==> config.mk <==
export PLATFORM = sky130hd
export DESIGN_NAME = imem_loader_flat
export DESIGN_NICKNAME = d
export VERILOG_FILES = /design/src/rtl/imem_loader_if.sv /design/src/rtl/imem_loader.sv /design/src/flat_wrapper.sv
export SDC_FILE = /design/constraint.sdc
export NUM_CORES = 1
export LEC_CHECK = 0
export BUFFER_PORTS_ARGS = -buffer_cell sky130_fd_sc_hd__buf_2
export CAP_MARGIN = 20
export CORE_MARGIN = 2
export CORE_UTILIZATION = 63
export CTS_BUF_LIST = sky130_fd_sc_hd__clkbuf_8
export DETAILED_ROUTE_END_ITERATION = 7
export GPL_TIMING_DRIVEN = 0
export PLACE_DENSITY = 0.85
export SETUP_SLACK_MARGIN = 0.1
export SYNTH_ARGS = -nofsm -noshare
export SYNTH_HDL_FRONTEND = slang
export SYNTH_SLANG_ARGS = --single-unit
==> constraint.sdc <==
create_clock -name clk -period 4.7 [get_ports clk]
set_clock_uncertainty 0.05 [all_clocks]
set_input_delay 0.705 -clock clk [delete_from_list [all_inputs] [get_ports clk]]
set_output_delay 0.705 -clock clk [all_outputs]
set_load 0.02 [all_outputs]
==> src/rtl/imem_loader_if.sv <==
// imem_loader_if: byte-stream load handshake plus imem write port and loader status.
// master drives the stream side, slave is the loader itself.
interface imem_loader_if #(
    parameter int N  = 32,
    parameter int AW = 5
);
    logic          start;
    logic [AW:0]   num_words;
    logic [7:0]    byte_in;
    logic          byte_valid;
    logic          byte_ready;
    logic          we;
    logic [AW-1:0] waddr;
    logic [N-1:0]  wdata;
    logic          busy;
    logic          done;
    logic          cpu_hold;
    logic          err;

    modport master (
        output start, num_words, byte_in, byte_valid,
        input  byte_ready, we, waddr, wdata, busy, done, cpu_hold, err
    );

    modport slave (
        input  start, num_words, byte_in, byte_valid,
        output byte_ready, we, waddr, wdata, busy, done, cpu_hold, err
    );
endinterface

==> src/rtl/imem_loader.sv <==
// imem_loader: assembles a little-endian byte stream into N-bit words written to imem from address 0,
// holding the CPU in reset until done. Define CHECKSUM_EN for a trailing 8-bit sum byte check on err.
module imem_loader #(
    parameter int N  = 32,
    parameter int AW = 5
) (
    input logic          clk,
    input logic          reset,
    imem_loader_if.slave bus
);
    localparam int BPW = N / 8;
    localparam int BW  = BPW > 1 ? $clog2(BPW) : 1;
    localparam logic [AW:0] DEPTH = {1'b1, {AW{1'b0}}};
    localparam logic [2:0] S_IDLE  = 3'd0;
    localparam logic [2:0] S_RECV  = 3'd1;
    localparam logic [2:0] S_WRITE = 3'd2;
    localparam logic [2:0] S_DONE  = 3'd4;
`ifdef CHECKSUM_EN
    localparam logic [2:0] S_CHK   = 3'd3;
    localparam logic [2:0] S_TAIL  = S_CHK;
`else
    localparam logic [2:0] S_TAIL  = S_DONE;
`endif

    logic [2:0]    state, nxt;
    logic [AW:0]   nwords, wcnt, clamp;
    logic [BW-1:0] bcnt;
    logic [N-1:0]  part_q, asm_w, wdata_q;
    logic [AW-1:0] waddr_q;
    logic          we_q, done_q, hold_q, ready, acc, last_byte, last_word;

`ifdef CHECKSUM_EN
    assign ready = state == S_RECV || state == S_CHK;
`else
    assign ready = state == S_RECV;
`endif

    always_comb begin
        clamp     = bus.num_words > DEPTH ? DEPTH : bus.num_words;
        acc       = bus.byte_valid && ready;
        last_byte = bcnt == BW'(BPW - 1);
        last_word = wcnt + 1'b1 == nwords;
        // the final byte bypasses the partial register so the word is complete on entry to WRITE
        asm_w = part_q;
        asm_w[8*bcnt +: 8] = bus.byte_in;
        case (state)
            S_IDLE:  nxt = bus.start ? (clamp == '0 ? S_DONE : S_RECV) : S_IDLE;
            S_RECV:  nxt = acc && last_byte ? S_WRITE : S_RECV;
            S_WRITE: nxt = last_word ? S_TAIL : S_RECV;
`ifdef CHECKSUM_EN
            S_CHK:   nxt = acc ? S_DONE : S_CHK;
`endif
            default: nxt = S_IDLE;
        endcase
    end

    always_ff @(posedge clk or posedge reset) begin
        if (reset) begin
            state   <= S_IDLE;
            nwords  <= '0;
            wcnt    <= '0;
            bcnt    <= '0;
            part_q  <= '0;
            wdata_q <= '0;
            waddr_q <= '0;
            we_q    <= 1'b0;
            done_q  <= 1'b0;
            hold_q  <= 1'b1;
        end else begin
            state  <= nxt;
            we_q   <= nxt == S_WRITE;
            done_q <= nxt == S_DONE;
            if (state == S_IDLE && bus.start) begin
                nwords <= clamp;
                wcnt   <= '0;
                bcnt   <= '0;
                hold_q <= 1'b1;
            end
            if (state == S_RECV && acc) begin
                part_q[8*bcnt +: 8] <= bus.byte_in;
                bcnt <= last_byte ? '0 : bcnt + 1'b1;
            end
            if (nxt == S_WRITE) begin
                wdata_q <= asm_w;
                waddr_q <= wcnt[AW-1:0];
            end
            if (state == S_WRITE) wcnt <= wcnt + 1'b1;
            if (state == S_DONE) hold_q <= 1'b0;
        end
    end

`ifdef CHECKSUM_EN
    logic [7:0] sum;
    logic       err_q;

    always_ff @(posedge clk or posedge reset) begin
        if (reset) begin
            sum   <= '0;
            err_q <= 1'b0;
        end else if (state == S_IDLE && bus.start) begin
            sum   <= '0;
            err_q <= 1'b0;
        end else if (acc && state == S_RECV) begin
            sum <= sum + bus.byte_in;
        end else if (acc && state == S_CHK) begin
            err_q <= bus.byte_in != sum;
        end
    end

    assign bus.err = err_q;
`else
    assign bus.err = 1'b0;
`endif

    assign bus.byte_ready = ready;
    assign bus.we         = we_q;
    assign bus.waddr      = waddr_q;
    assign bus.wdata      = wdata_q;
    assign bus.busy       = state != S_IDLE;
    assign bus.done       = done_q;
    assign bus.cpu_hold   = hold_q;
endmodule

==> src/flat_wrapper.sv <==
// flat-port wrapper written by rule: the top's interface ports become plain ports
module imem_loader_flat 
#(
    parameter int N  = 32,
    parameter int AW = 5
)
  (clk, reset, bus_start, bus_num_words, bus_byte_in, bus_byte_valid, bus_byte_ready, bus_we, bus_waddr, bus_wdata, bus_busy, bus_done, bus_cpu_hold, bus_err);
  imem_loader_if #(.N(N), .AW(AW)) bus_i ();
  input logic clk;
  input logic reset;
  input wire logic [$bits(bus_i.start)-1:0] bus_start;
  input wire logic [$bits(bus_i.num_words)-1:0] bus_num_words;
  input wire logic [$bits(bus_i.byte_in)-1:0] bus_byte_in;
  input wire logic [$bits(bus_i.byte_valid)-1:0] bus_byte_valid;
  output wire logic [$bits(bus_i.byte_ready)-1:0] bus_byte_ready;
  output wire logic [$bits(bus_i.we)-1:0] bus_we;
  output wire logic [$bits(bus_i.waddr)-1:0] bus_waddr;
  output wire logic [$bits(bus_i.wdata)-1:0] bus_wdata;
  output wire logic [$bits(bus_i.busy)-1:0] bus_busy;
  output wire logic [$bits(bus_i.done)-1:0] bus_done;
  output wire logic [$bits(bus_i.cpu_hold)-1:0] bus_cpu_hold;
  output wire logic [$bits(bus_i.err)-1:0] bus_err;
  assign bus_i.start = bus_start;
  assign bus_i.num_words = bus_num_words;
  assign bus_i.byte_in = bus_byte_in;
  assign bus_i.byte_valid = bus_byte_valid;
  assign bus_byte_ready = bus_i.byte_ready;
  assign bus_we = bus_i.we;
  assign bus_waddr = bus_i.waddr;
  assign bus_wdata = bus_i.wdata;
  assign bus_busy = bus_i.busy;
  assign bus_done = bus_i.done;
  assign bus_cpu_hold = bus_i.cpu_hold;
  assign bus_err = bus_i.err;
  imem_loader #(.N(N), .AW(AW)) u_core (.clk(clk), .reset(reset), .bus(bus_i));
endmodule
* Yosys cells after proc, flatten, opt, wreduce, memory -nomap -nowiden
Index checks and enable logic that the tools add are counted.
Storage, ports and cells: register bits 89, output and inout port bits 43, logic and storage cells 47, input bits 18
Operators by class: reduce and logical (&&, ||, !) cells 10, order comparisons 1, shift-type cells 2, eq/ne operators 7, mux-type cells 14, add/subtract/negate cells 3
Operators with widths (number):
- $neg 5->34 | 1
- $shift 8x34->32 const A | 1
- $shiftx 8x34->32 | 1
- $bwmux 32 | 1
- $mux 6 | 3
- $mux 3 | 3
- $pmux 3 s3 | 1
- $mux 2 | 4
- $add 6x1->6 const B | 1
- $eq 3x2->1 const B | 2
- $eq 3x3->1 const B | 2
- $eq 6x6->1 | 1
- $gt 6x6->1 const B | 1
- $logic_not 6->1 | 1
- $reduce_bool 2->1 | 3
- $logic_and 1x1->1 | 4
- $eq 3x1->1 const B | 1
- $logic_not 3->1 | 1
- $reduce_bool 3->1 | 1
- $add 2x1->2 const B | 1
- $eq 2x2->1 const B | 1
- $mux 1 | 2

* Longest topological paths before layout
Gate-level depths: netlist (run 1).
word-level depth 7, depth in mapped cells 7, mapped depth without buffers 6

* Worst setup path after synthesis (run 1)
OpenSTA, ideal clock, no wires.
path kind register to register, start point register u_core.bcnt[0], end point register u_core.part_q[0], data required time 4.584 ns, data arrival time 1.946 ns, period minus slack after synthesis 2.062 ns, path slack 2.638 ns, library setup time 0.066 ns, cell stages (with the launch flop) 7, path buffers 1, cell sequence dfrtp_1 -> inv_2 -> ha_1 -> nor4b_4 -> and2_1 -> buf_2 -> a22o_1
Between the ends: word-level cells in the longest chain between the ends 3, elaborated cells on any way between the ends 4, those cells by class 1 x add/sub; 2 x shift; 1 x mux
Ends and longest elaborated chain:
- start, declared | RTL line imem_loader.sv:27 | logic [BW-1:0] bcnt;
- start signal, assigned | RTL line imem_loader.sv:81 | bcnt <= last_byte ? '0 : bcnt + 1'b1;
- $neg 5->34 (*) | RTL line imem_loader.sv:80 | part_q[8*bcnt +: 8] <= bus.byte_in;
- $shiftx 8x34->32 or $shift 8x34->32 (tied branches) | RTL line imem_loader.sv:80
- $bwmux 32 (*) | RTL line imem_loader.sv:80
- end signal, assigned by index | RTL line imem_loader.sv:80
- end, declared | RTL line imem_loader.sv:28 | logic [N-1:0] part_q, asm_w, wdata_q;
Mark *: on every way between the ends. The rest lies on a longest branch, timed or not. A chain may end at the register's enable or synchronous reset.

* Worst setup path after layout (run 1)
start point register u_core.bcnt[0], end point register u_core.part_q[6]
Same word-level chain as after synthesis.

==> impl_results.md, run 1 <==
- DR vias: 3,105
- Synth-to-Final Area Change: 14.8%
- Worst EP required: 4.94 ns
- Die area: 0.00695 mm^2
- Slew Limit Fails: 0
- Fmax: 0.422 GHz
- R2R cell count: 6
- Final Setup Violations: 0
- Net count after synthesis: 395
- Core ar.: 0.00599 mm^2
- Initial DRT Pass Iterations: 5
- Ys Warns: 0
- Number of distinct library cells after synthesis: 43
- Hold-fix buffers at CTS: 0
- Most common cell after layout, fill and taps aside: dfrtp_1
- Slew of the pin with the lowest slew margin: 0.779 ns
- Largest fanout on the critical path: 9
- # Max-Cap Violations: 0
- Fin nets: 458
- Global-route wire length before repair: 14,400 um
- Root buffer cell: clkbuf_8
- Routability cong.: 0.850
- Seq cells post-synth: 89
- Chip Height: 83.4 um
- CTS tree: built
- Pwr Total: 2.93 mW
- Met2 wire len: 4190 um
- Initial antenna violation count: 0
- Clock sink total: 89
- RSZ-0062 raised after global routing: false
- Worst IR drop on VDD: 0.371 mV
- Pin count of the biggest net entering global routing: 68
- Fin Setup TNS: 0 ns
- Flop pwr share: 0.431
- ANT nets after route: 0
- Input/output buffers: 51
- Top cell type by total area after synthesis: dfrtp_1
- Commonest cells after routing, fill and taps aside: dfrtp_1, nor2_1, buf_2, nand2_1, a221oi_1
- Cells after DPL: 497
- Congestion Overflow GR: 0
- WL/cell: 16.7 um
- DRC viols: 0
- CTS Buf Count: 9
- Top Metal Used: met4
- Initial DRC count: 276
- Final period util: 0.504
- Post-CTS Setup Bufs: 0
- Final min period: 2.37 ns
- ANT cells: 0
- Top cell type's share of synthesized area: 0.555
- Register-to-Register Setup Slack: 2.33 ns
- Wire length on met3: 506 um
- Layout cells sized above 1: 0.227
- WL met1: 3710 um
- Number of global-route vias before repair: 2,940
- Psw: 1.14 mW
- Non-filler cells, final: 512
- Seq/Total Area, Yosys: 0.561
- Vias per std cell: 6.06
- Avg Cell Area, Syn: 10.7 um^2
- Combinational share of power: 0.379
- Clk pin slew, worst setup/hold paths: 0.08 ns
- # IOs: 61
- Mapped cell area: 0.00397 mm^2
- # H-tree levels: 3
- Clock Path Buffers: 2
- Final wirelength: 8570 um
- Clock group share of total power: 0.190
- Latest clock arrival within the worst-skew pair: 0.35 ns
- Slew margin rel.: 0.480
- Post-CTS resize count: 0
- Critical Path Start Type: flop
- Total GRT Usage: 0.260
- Syn Inst Count: 370
- Power density over the cells: 644 mW/mm^2
- Leakage: 2.26 nW
- Status: finished, final reports clean
- HPWL after DPL: 5750 um
- Cell Int Power: 1.80 mW
- Final Util: 0.760
- DIE WIDTH: 83.4 um
- Worst min path class: in2async
- Switching Share: 0.388
- Setup CP Type: reg2reg
- Reg2reg end: u_core.part_q[6]
- FP Rows: 28
- R2r startpoint: u_core.bcnt[0]
- Crit path DAT: 2.61 ns
- Layout filler cell count: 431
- Critical Path End Type: flop
- Hold violation total from the final report: 0
- Synth area leaders: dfrtp_1, a221oi_1, nor2_1
- Initial cell density of the core: 0.662
==> cell type report <==
type,instances,area (um^2),area share
inverter,10,40.0,0.00879
tap,75,93.8,0.0206
timing repair buffer,52,283,0.0621
buffer,26,131,0.0288
clock inverter,6,82.6,0.0181
clock buffer,9,124,0.0272
sequential,89,2230,0.489
multi-input combinational,245,1570,0.345
==> logic make-up (layout without fill, tap and decap cells) <==
| kind of cell | Yosys count | after routing | synth area share |
|---|---|---|---|
| fa+ha+maj | 7 | 7 | 0.0221 |
| other cells | 1 | 1 | 0.000945 |
| simple gates | 138 | 138 | 0.166 |
| xor+xnor | 7 | 7 | 0.0189 |
| compound gates | 92 | 92 | 0.188 |
| buf+inv | 36 | 103 | 0.0426 |
| flops | 89 | 89 | 0.561 |
==> synthesized netlist by cell type <==
| cell | number |
|---|---|
| clkbuf_1 | 6 |
| clkinv_1 | 1 |
| nand4_1 | 1 |
| a31o_2 | 2 |
| o31ai_1 | 2 |
| nor4_1 | 1 |
| buf_6 | 2 |
| a22o_2 | 8 |
| nor3_1 | 1 |
| and2_1 | 4 |
| nor4b_4 | 2 |
| buf_1 | 9 |
| buf_4 | 3 |
| dfrtp_1 | 88 |
| nor4b_2 | 1 |
| and4_1 | 1 |
| inv_2 | 3 |
| and4bb_2 | 1 |
| conb_1 | 1 |
| nor3b_1 | 2 |
| nand2_1 | 39 |
| a31oi_1 | 1 |
| xor2_1 | 4 |
| or3b_2 | 1 |
| ha_1 | 7 |
| a22o_1 | 24 |
| and3_1 | 2 |
| nand2b_1 | 7 |
| a221oi_1 | 33 |
| o32ai_1 | 1 |
| inv_1 | 6 |
| nand3_1 | 2 |
| nor3_2 | 1 |
| a22oi_1 | 1 |
| nor4_4 | 1 |
| o21ai_0 | 13 |
| dfstp_2 | 1 |
| nor2_1 | 71 |
| buf_2 | 6 |
| o211a_1 | 2 |
| a21oi_1 | 5 |
| xnor2_1 | 2 |
| xnor3_1 | 1 |
==> worst max-delay path by stage <==
stage,to,start,slack (ns),cells past startpoint
floorplan,u_core.bcnt[0],reset,1.64,1
global placement,u_core.bus.wdata[11],reset,0.74,2
detailed placement,u_core.part_q[6],u_core.bcnt[0],2.34,6
CTS,u_core.part_q[6],u_core.bcnt[0],2.33,6
global route,u_core.part_q[10],u_core.bcnt[0],2.18,7
finish,u_core.part_q[6],u_core.bcnt[0],2.33,6
==> routing by layer <==
metal,track usage,vias up
li1,-,1446
met1,0.363,1522
met2,0.408,123
met3,0.0487,14
met4,0.0969,0
met5,0,-
==> critical path, cell delays in order, from the launching register on <==
cell and delay (ns):
dfrtp_1 0.56, inv_2 0.15, ha_1 0.45, nor4b_4 0.55
and2_1 0.20, buf_2 0.18, a22o_1 0.17
==> metrics by stage <==
step | setup WS [ns] | hold WS (ns) | cell area, um^2
after floorplan | 1.64 | 0.415 | 3970
after global placement | 0.743 | 0.408 | 4320
after detailed placement | 2.34 | 0.407 | 4350
after CTS | 2.33 | 0.253 | 4550
after global routing | 2.18 | 0.275 | 4550
final | 2.33 | 0.250 | 4550
==> power groups by stage <==
stage	combinational, mW	sequential, mW	clock (mW)
floorplan	0.608	1.44	0
global placement	1.08	1.25	0
detailed placement	1.11	1.27	0
CTS	1.12	1.26	0.565
global route	1.22	1.30	0.600
finish	1.11	1.26	0.557
==> flip-flops by register name, indices dropped and copies added, names as in the netlist <==
| name | cells |
|---|---|
| u_core.bcnt | 2 |
| u_core.state | 3 |
| u_core.part_q | 32 |
| u_core.wcnt | 6 |
| u_core.bus.we | 1 |
| u_core.bus.cpu_hold | 1 |
| u_core.nwords | 6 |
| u_core.bus.waddr | 5 |
| u_core.bus.wdata | 32 |
| u_core.bus.done | 1 |
No activity file was read; power rests on OpenSTA's default activity.
==> run 2: changes to the inputs <==
- ABC_AREA: default -> 1
- CORE_UTILIZATION: 63 -> 59
- PLACE_DENSITY: 0.85 -> 0.8
- clock period: 4.7 -> 2.3 ns (I/O delays scaled with it)
==> run 2 against run 1 <==
  * First-iteration DRC count down 1.4%
  * Sequential power up 77%
  * Synthesized area up 7.6%
  * Sequential cell count unchanged
  * Global-route usage up 0.37 points
  * Power up 95%
  * Routed wire length up 12%
  * Fmax up 18%
  * Clock power up 110%
  * Final area up 9.2%
  * Hold slack worse by 0.091 ns
  * Sequential share of layout area down 4.1 points
  * Critical path type unchanged
==> impl_results.md, run 2 <==
- Status: finished, final reports clean
- Worst IR drop on VDD: 0.585 mV
- Worst stage delay on the critical path: 0.41 ns
- Cells after DPL: 684
- Layout cells sized above 1: 0.181
- Final period util: 0.874
- # H-tree levels: 3
- Syn Inst Count: 524
- FFs w/ async S/R, synth: 1.00
- WHS Path Cells: 3
- Register-to-Register Setup Slack: 0.29 ns
- Synth-to-Final Area Change: 16.4%
- Finished Cell Area: 0.00497 mm^2
- Hold violation total from the final report: 0
- Number of global-route vias before repair: 3,452
- Reg2reg end: u_core.part_q[0]
- CTS tree: built
- Power density over the cells: 1150 mW/mm^2
- WL/cell: 13.7 um
- Vias per std cell: 5.29
- Global-route wire length before repair: 15,800 um
- Congestion Overflow GR: 0
- Commonest cells after routing, fill and taps aside: nand2_1, dfrtp_1, inv_1, buf_2, o21ai_0
- Chip Height: 89.1 um
- Critical Path End Type: flop
- ANT cells: 0
- Final min period: 2.01 ns
- Most common cell after layout, fill and taps aside: nand2_1
- Die area: 0.00793 mm^2
- ANT nets after route: 0
- Worst EP required: 2.53 ns
- # IOs: 61
- Ys Warns: 0
- Pre-CTS WS: 0.0150 ns
- Final WS setup: 0.290 ns
- Pwr Total: 5.72 mW
- Top cell type's share of synthesized area: 0.516
- R2r startpoint: u_core.bcnt[0]
- Post-DP Area: 0.00473 mm^2
- Net count after synthesis: 549
- Clk pin slew, worst setup/hold paths: 0.08 ns
- Synth area leaders: dfrtp_1, nand2_1, inv_1
- Core ar.: 0.00714 mm^2
- Leakage: 2.68 nW
- Seq/Total Area, Yosys: 0.522
- Clock sink total: 89
- Mapped cell area: 0.00427 mm^2
- Count leader, synth: nand2_1
- Final Setup Violations: 0
- Non-filler cells, final: 702
- R2R cell count: 9
- Top cell type by total area after synthesis: dfrtp_1
- CTS Buf Count: 9
- Fmax: 0.498 GHz
- Crit path DAT: 2.24 ns
- DR vias: 3,714
- Initial DRC count: 272
- Largest fanout on the critical path: 10
- Post-synth top cells: nand2_1, dfrtp_1, inv_1
- Routability cong.: 0.859
- Root buffer cell: clkbuf_8
- RSZ-0062 raised after global routing: false
- Pin count of the biggest net entering global routing: 37
- Initial antenna violation count: 0
- Clock Path Buffers: 2
- Critical Path Start Type: flop
- Total GRT Usage: 0.264
- Avg Cell Area, Syn: 8.15 um^2
- DRC viols: 0
- Worst min path class: in2reg
- DIE WIDTH: 89.1 um
- Fin nets: 623
- Slew Limit Fails: 0
- Final wirelength: 9640 um
- Latest clock arrival within the worst-skew pair: 0.36 ns
- FP Rows: 31
- # Max-Cap Violations: 0
- CP max-delay cell: dfrtp_1
- Main synth FF type: dfrtp_1
- Hold Startpoint: bus_num_words[0]
- Worst Hold Endpoint: u_core.nwords[0]
- Crit-path cells: clkbuf_4 -> inv_1 -> ha_1 -> inv_2 -> nand4_1 -> buf_4 -> o22ai_1 -> nand2_1 -> o21ai_0
- Fin Setup TNS: 0 ns
- HPWL after DPL: 7200 um
- Seq cells post-synth: 89
- Number of distinct library cells after synthesis: 26
- Post-synth EDFFs: 0
- Initial DRT Pass Iterations: 5
- Initial cell density of the core: 0.598
- Setup CP Type: reg2reg
- Input/output buffers: 59
run 2: cell count changes in the layout (fill, tap and decap cells not counted), sizes merged, moves of 32 or more:
cell	change
o22ai	+33
o21ai	+39
nand2	+146
nor2	-53
a22o	-32
a221oi	-33
inv	+70
run 2: cell families (layout without fill, tap and decap cells):
family	after synthesis	after routing	share of synthesized area
and+or+nand+nor	237	237	0.228
buffers and inverters	102	181	0.111
DFF	89	89	0.522
AOI/OAI and AO/OA	88	88	0.118
adders and majority gates	7	7	0.0205
other	1	1	0.000878
run 2: stage by stage:
stage          hold slack, ns  utilization
4_1_cts                 0.152        0.696
3_3_place_gp            0.399        0.658
2_1_floorplan           0.416            -
5_1_grt                 0.192        0.697
3_5_place_dp            0.344        0.663
6_report                0.159        0.697
run 2: per-layer routing:
metal	GRT usage	wire length, um	vias to the layer above	share of wire
met3	0.0406	511	25	0.053
met2	0.423	4710	116	0.49
met4	0.123	255	0	0.026
met5	0	0	-	0
li1	-	-	1797	-
met1	0.355	4160	1776	0.43
run 2: what timing repair did:
action | in CTS | in global routing
hold endpoints to repair | 19 | 0
resized for setup | 0 | 7
pin swaps | 1 | 0
endpoints found under the setup margin | 16 | 31
hold buffers | 1 | 0
gates cloned | 0 | 0
setup buffers | 1 | 0
run 2: area by class of cell:
class	count	area, um^2
timing repair buffer	63	353
sequential	89	2230
inverter	79	303
multi-input combinational	333	1570
fill	616	2160
tap	99	124
clock buffer	10	138
clock inverter	6	76.3
buffer	23	179
run 2: how the worst max path moves through the flow:
stage | end | startpoint
2_1_floorplan | u_core.part_q[0] | u_core.bcnt[0]
3_3_place_gp | u_core.part_q[5] | u_core.bcnt[0]
3_5_place_dp | u_core.part_q[0] | u_core.bcnt[0]
4_1_cts | u_core.part_q[21] | u_core.bcnt[0]
5_1_grt | u_core.part_q[21] | u_core.bcnt[0]
6_report | u_core.part_q[0] | u_core.bcnt[0]
run 2: power breakdown:
| group | switching [mW] | internal (mW) | total (mW) | leakage, nW |
|---|---|---|---|---|
| Combinational | 1.56 | 0.761 | 2.32 | 1.35 |
| Clock | 0.529 | 0.629 | 1.16 | 0.120 |
| Sequential | 0.216 | 2.02 | 2.23 | 1.21 |
| Total | 2.31 | 3.41 | 5.72 | 2.68 |
run 2: worst max-delay path: cells and delay by family, from the launching register on:
kind	cells	cell delay, ns
buf+inv	4	0.67
flops	1	0.41
fa+ha+maj	1	0.36
compound gates	2	0.25
simple gates	2	0.20
==> run 3: changes to the inputs <==
- CORE_UTILIZATION: 59 -> 55
- PLACE_DENSITY: 0.8 -> 0.75
==> run 3 against run 2 <==
  * Routed wire length rose by 2.1%
  * Largest cell class unchanged
  * Clock-buffer cell count increased by 2
  * Critical path type unchanged
  * Largest power group unchanged
  * Highest routed layer unchanged
  * Core utilization fell by 4.3 points
==> impl_results.md, run 3 (synthesized netlist as in run 2, its figures left out) <==
- Register area: 0.00223 mm^2
- # Max-Cap Violations: 0
- Core ar.: 0.00761 mm^2
- Worst min path class: in2reg
- Fmax: 0.491 GHz
- Slew Limit Fails: 0
- Congestion Overflow GR: 0
- Most common cell after layout, fill and taps aside: nand2_1
- R2r startpoint: u_core.bcnt[0]
- Critical Path End Type: flop
- Status: finished, final reports clean
- WHS Path Cells: 3
- # IOs: 61
- Layout filler cell count: 665
- Non-filler cells, final: 705
- Reg2reg end: u_core.part_q[1]
- Initial cell density of the core: 0.561
- DIE WIDTH: 92.1 um
- Worst EP required: 2.53 ns
- Pin count of the biggest net entering global routing: 36
- Post-DP Area: 0.00474 mm^2
- CP startpoint: u_core.bcnt[0]
- Critical Path End: u_core.part_q[1]
- Area of the multi-input gates: 0.00157 mm^2
- Final Setup Violations: 0
- Final wirelength: 9840 um
- Chip Height: 92.1 um
- Hold_ws: 0.163 ns
- ANT cells: 0
- DRC viols: 0
- DR vias: 3,687
- Crit path DAT: 2.26 ns
- Final min period: 2.04 ns
- Critical Path Start Type: flop
- Clock sink total: 89
- Cells after DPL: 687
- Final period util: 0.885
- Synth-to-Final Area Change: 16.4%
- Commonest cells after routing, fill and taps aside: nand2_1, dfrtp_1, inv_1, buf_2, o21ai_0
- Worst IR drop on VDD: 0.528 mV
- Initial antenna violation count: 0
- Pwr Total: 5.69 mW
- Finished Cell Area: 0.00497 mm^2
- CTS Buf Count: 9
- Fin Setup TNS: 0 ns
- Die area: 0.00849 mm^2
- Largest fanout on the critical path: 10
- Input/output buffers: 59
- Clk pin slew, worst setup/hold paths: 0.09 ns
- ANT nets after route: 0
- Fin nets: 623
- Register-to-Register Setup Slack: 0.26 ns
- Number of global-route vias before repair: 3,576
- WL/cell: 14.0 um
- FP Rows: 32
- Leakage: 2.67 nW
- Setup CP Type: reg2reg
- Final Util: 0.653
- RSZ-0062 raised after global routing: false
- CTS tree: built
- Total GRT Usage: 0.249
- Pre-CTS WS: 0.0986 ns
- Vias per std cell: 5.23
- HPWL after DPL: 7170 um
- Final WS setup: 0.264 ns
- Hold violation total from the final report: 0
- Layout cells sized above 1: 0.181
- Root buffer cell: clkbuf_8
- Clock Path Buffers: 2
- Initial DRC count: 202
- # H-tree levels: 3
- R2R cell count: 9
- Initial DRT Pass Iterations: 5
- Global-route wire length before repair: 16,600 um
- Latest clock arrival within the worst-skew pair: 0.36 ns
- Power density over the cells: 1140 mW/mm^2
- Routability cong.: 0.847
## run 3: worst min path at each step
stage               slack, ns                   end                 from
finish                   0.16      u_core.nwords[2]     bus_num_words[2]
global route             0.19      u_core.nwords[2]     bus_num_words[2]
CTS                      0.16      u_core.nwords[2]     bus_num_words[2]
detailed placement       0.35  u_core.bus.wdata[14]                reset
global placement         0.40   u_core.bus.wdata[9]  u_core.bus.wdata[9]
floorplan                0.42      u_core.nwords[0]     bus_num_words[0]
## run 3: area by class of cell
class / count / share of cell area
sequential: 89 / 0.448
inverter: 79 / 0.0609
multi-input combinational: 333 / 0.316
clock buffer: 12 / 0.0332
clock inverter: 4 / 0.00856
buffer: 23 / 0.0362
tap: 102 / 0.0257
timing repair buffer: 63 / 0.0710
## run 3: report_power, final
part / switching (mW) / internal, mW / total (mW) / leakage, nW
registers: 0.224 / 2.02 / 2.24 / 1.21
logic: 1.56 / 0.763 / 2.32 / 1.35
clock network: 0.542 / 0.583 / 1.12 / 0.115
total: 2.32 / 3.37 / 5.69 / 2.67
## run 3: what timing repair did
item | in CTS | in global routing
gates resized for setup | 0 | 6
hold buffers | 1 | 0
buffers inserted | 1 | 0
endpoints found under the hold margin | 20 | 0
cloned | 0 | 0
endpoints found under the setup margin | 5 | 28
pin swaps | 1 | 0
## run 3: layer usage
metal / vias up / part of all wire / track usage
li1: 1799 / - / -
met1: 1752 / 0.45 / 0.332
met2: 116 / 0.48 / 0.407
met3: 20 / 0.055 / 0.0509
met4: 0 / 0.019 / 0.0920
met5: - / 0 / 0
## run 3: worst max-delay path: stages (launching register included)
cell and delay, ns:
dfrtp_1 0.43, clkbuf_4 0.23, inv_1 0.12, ha_1 0.36
inv_2 0.12, nand4_1 0.12, buf_4 0.19, o22ai_1 0.17
nand2_1 0.07, o21ai_0 0.07
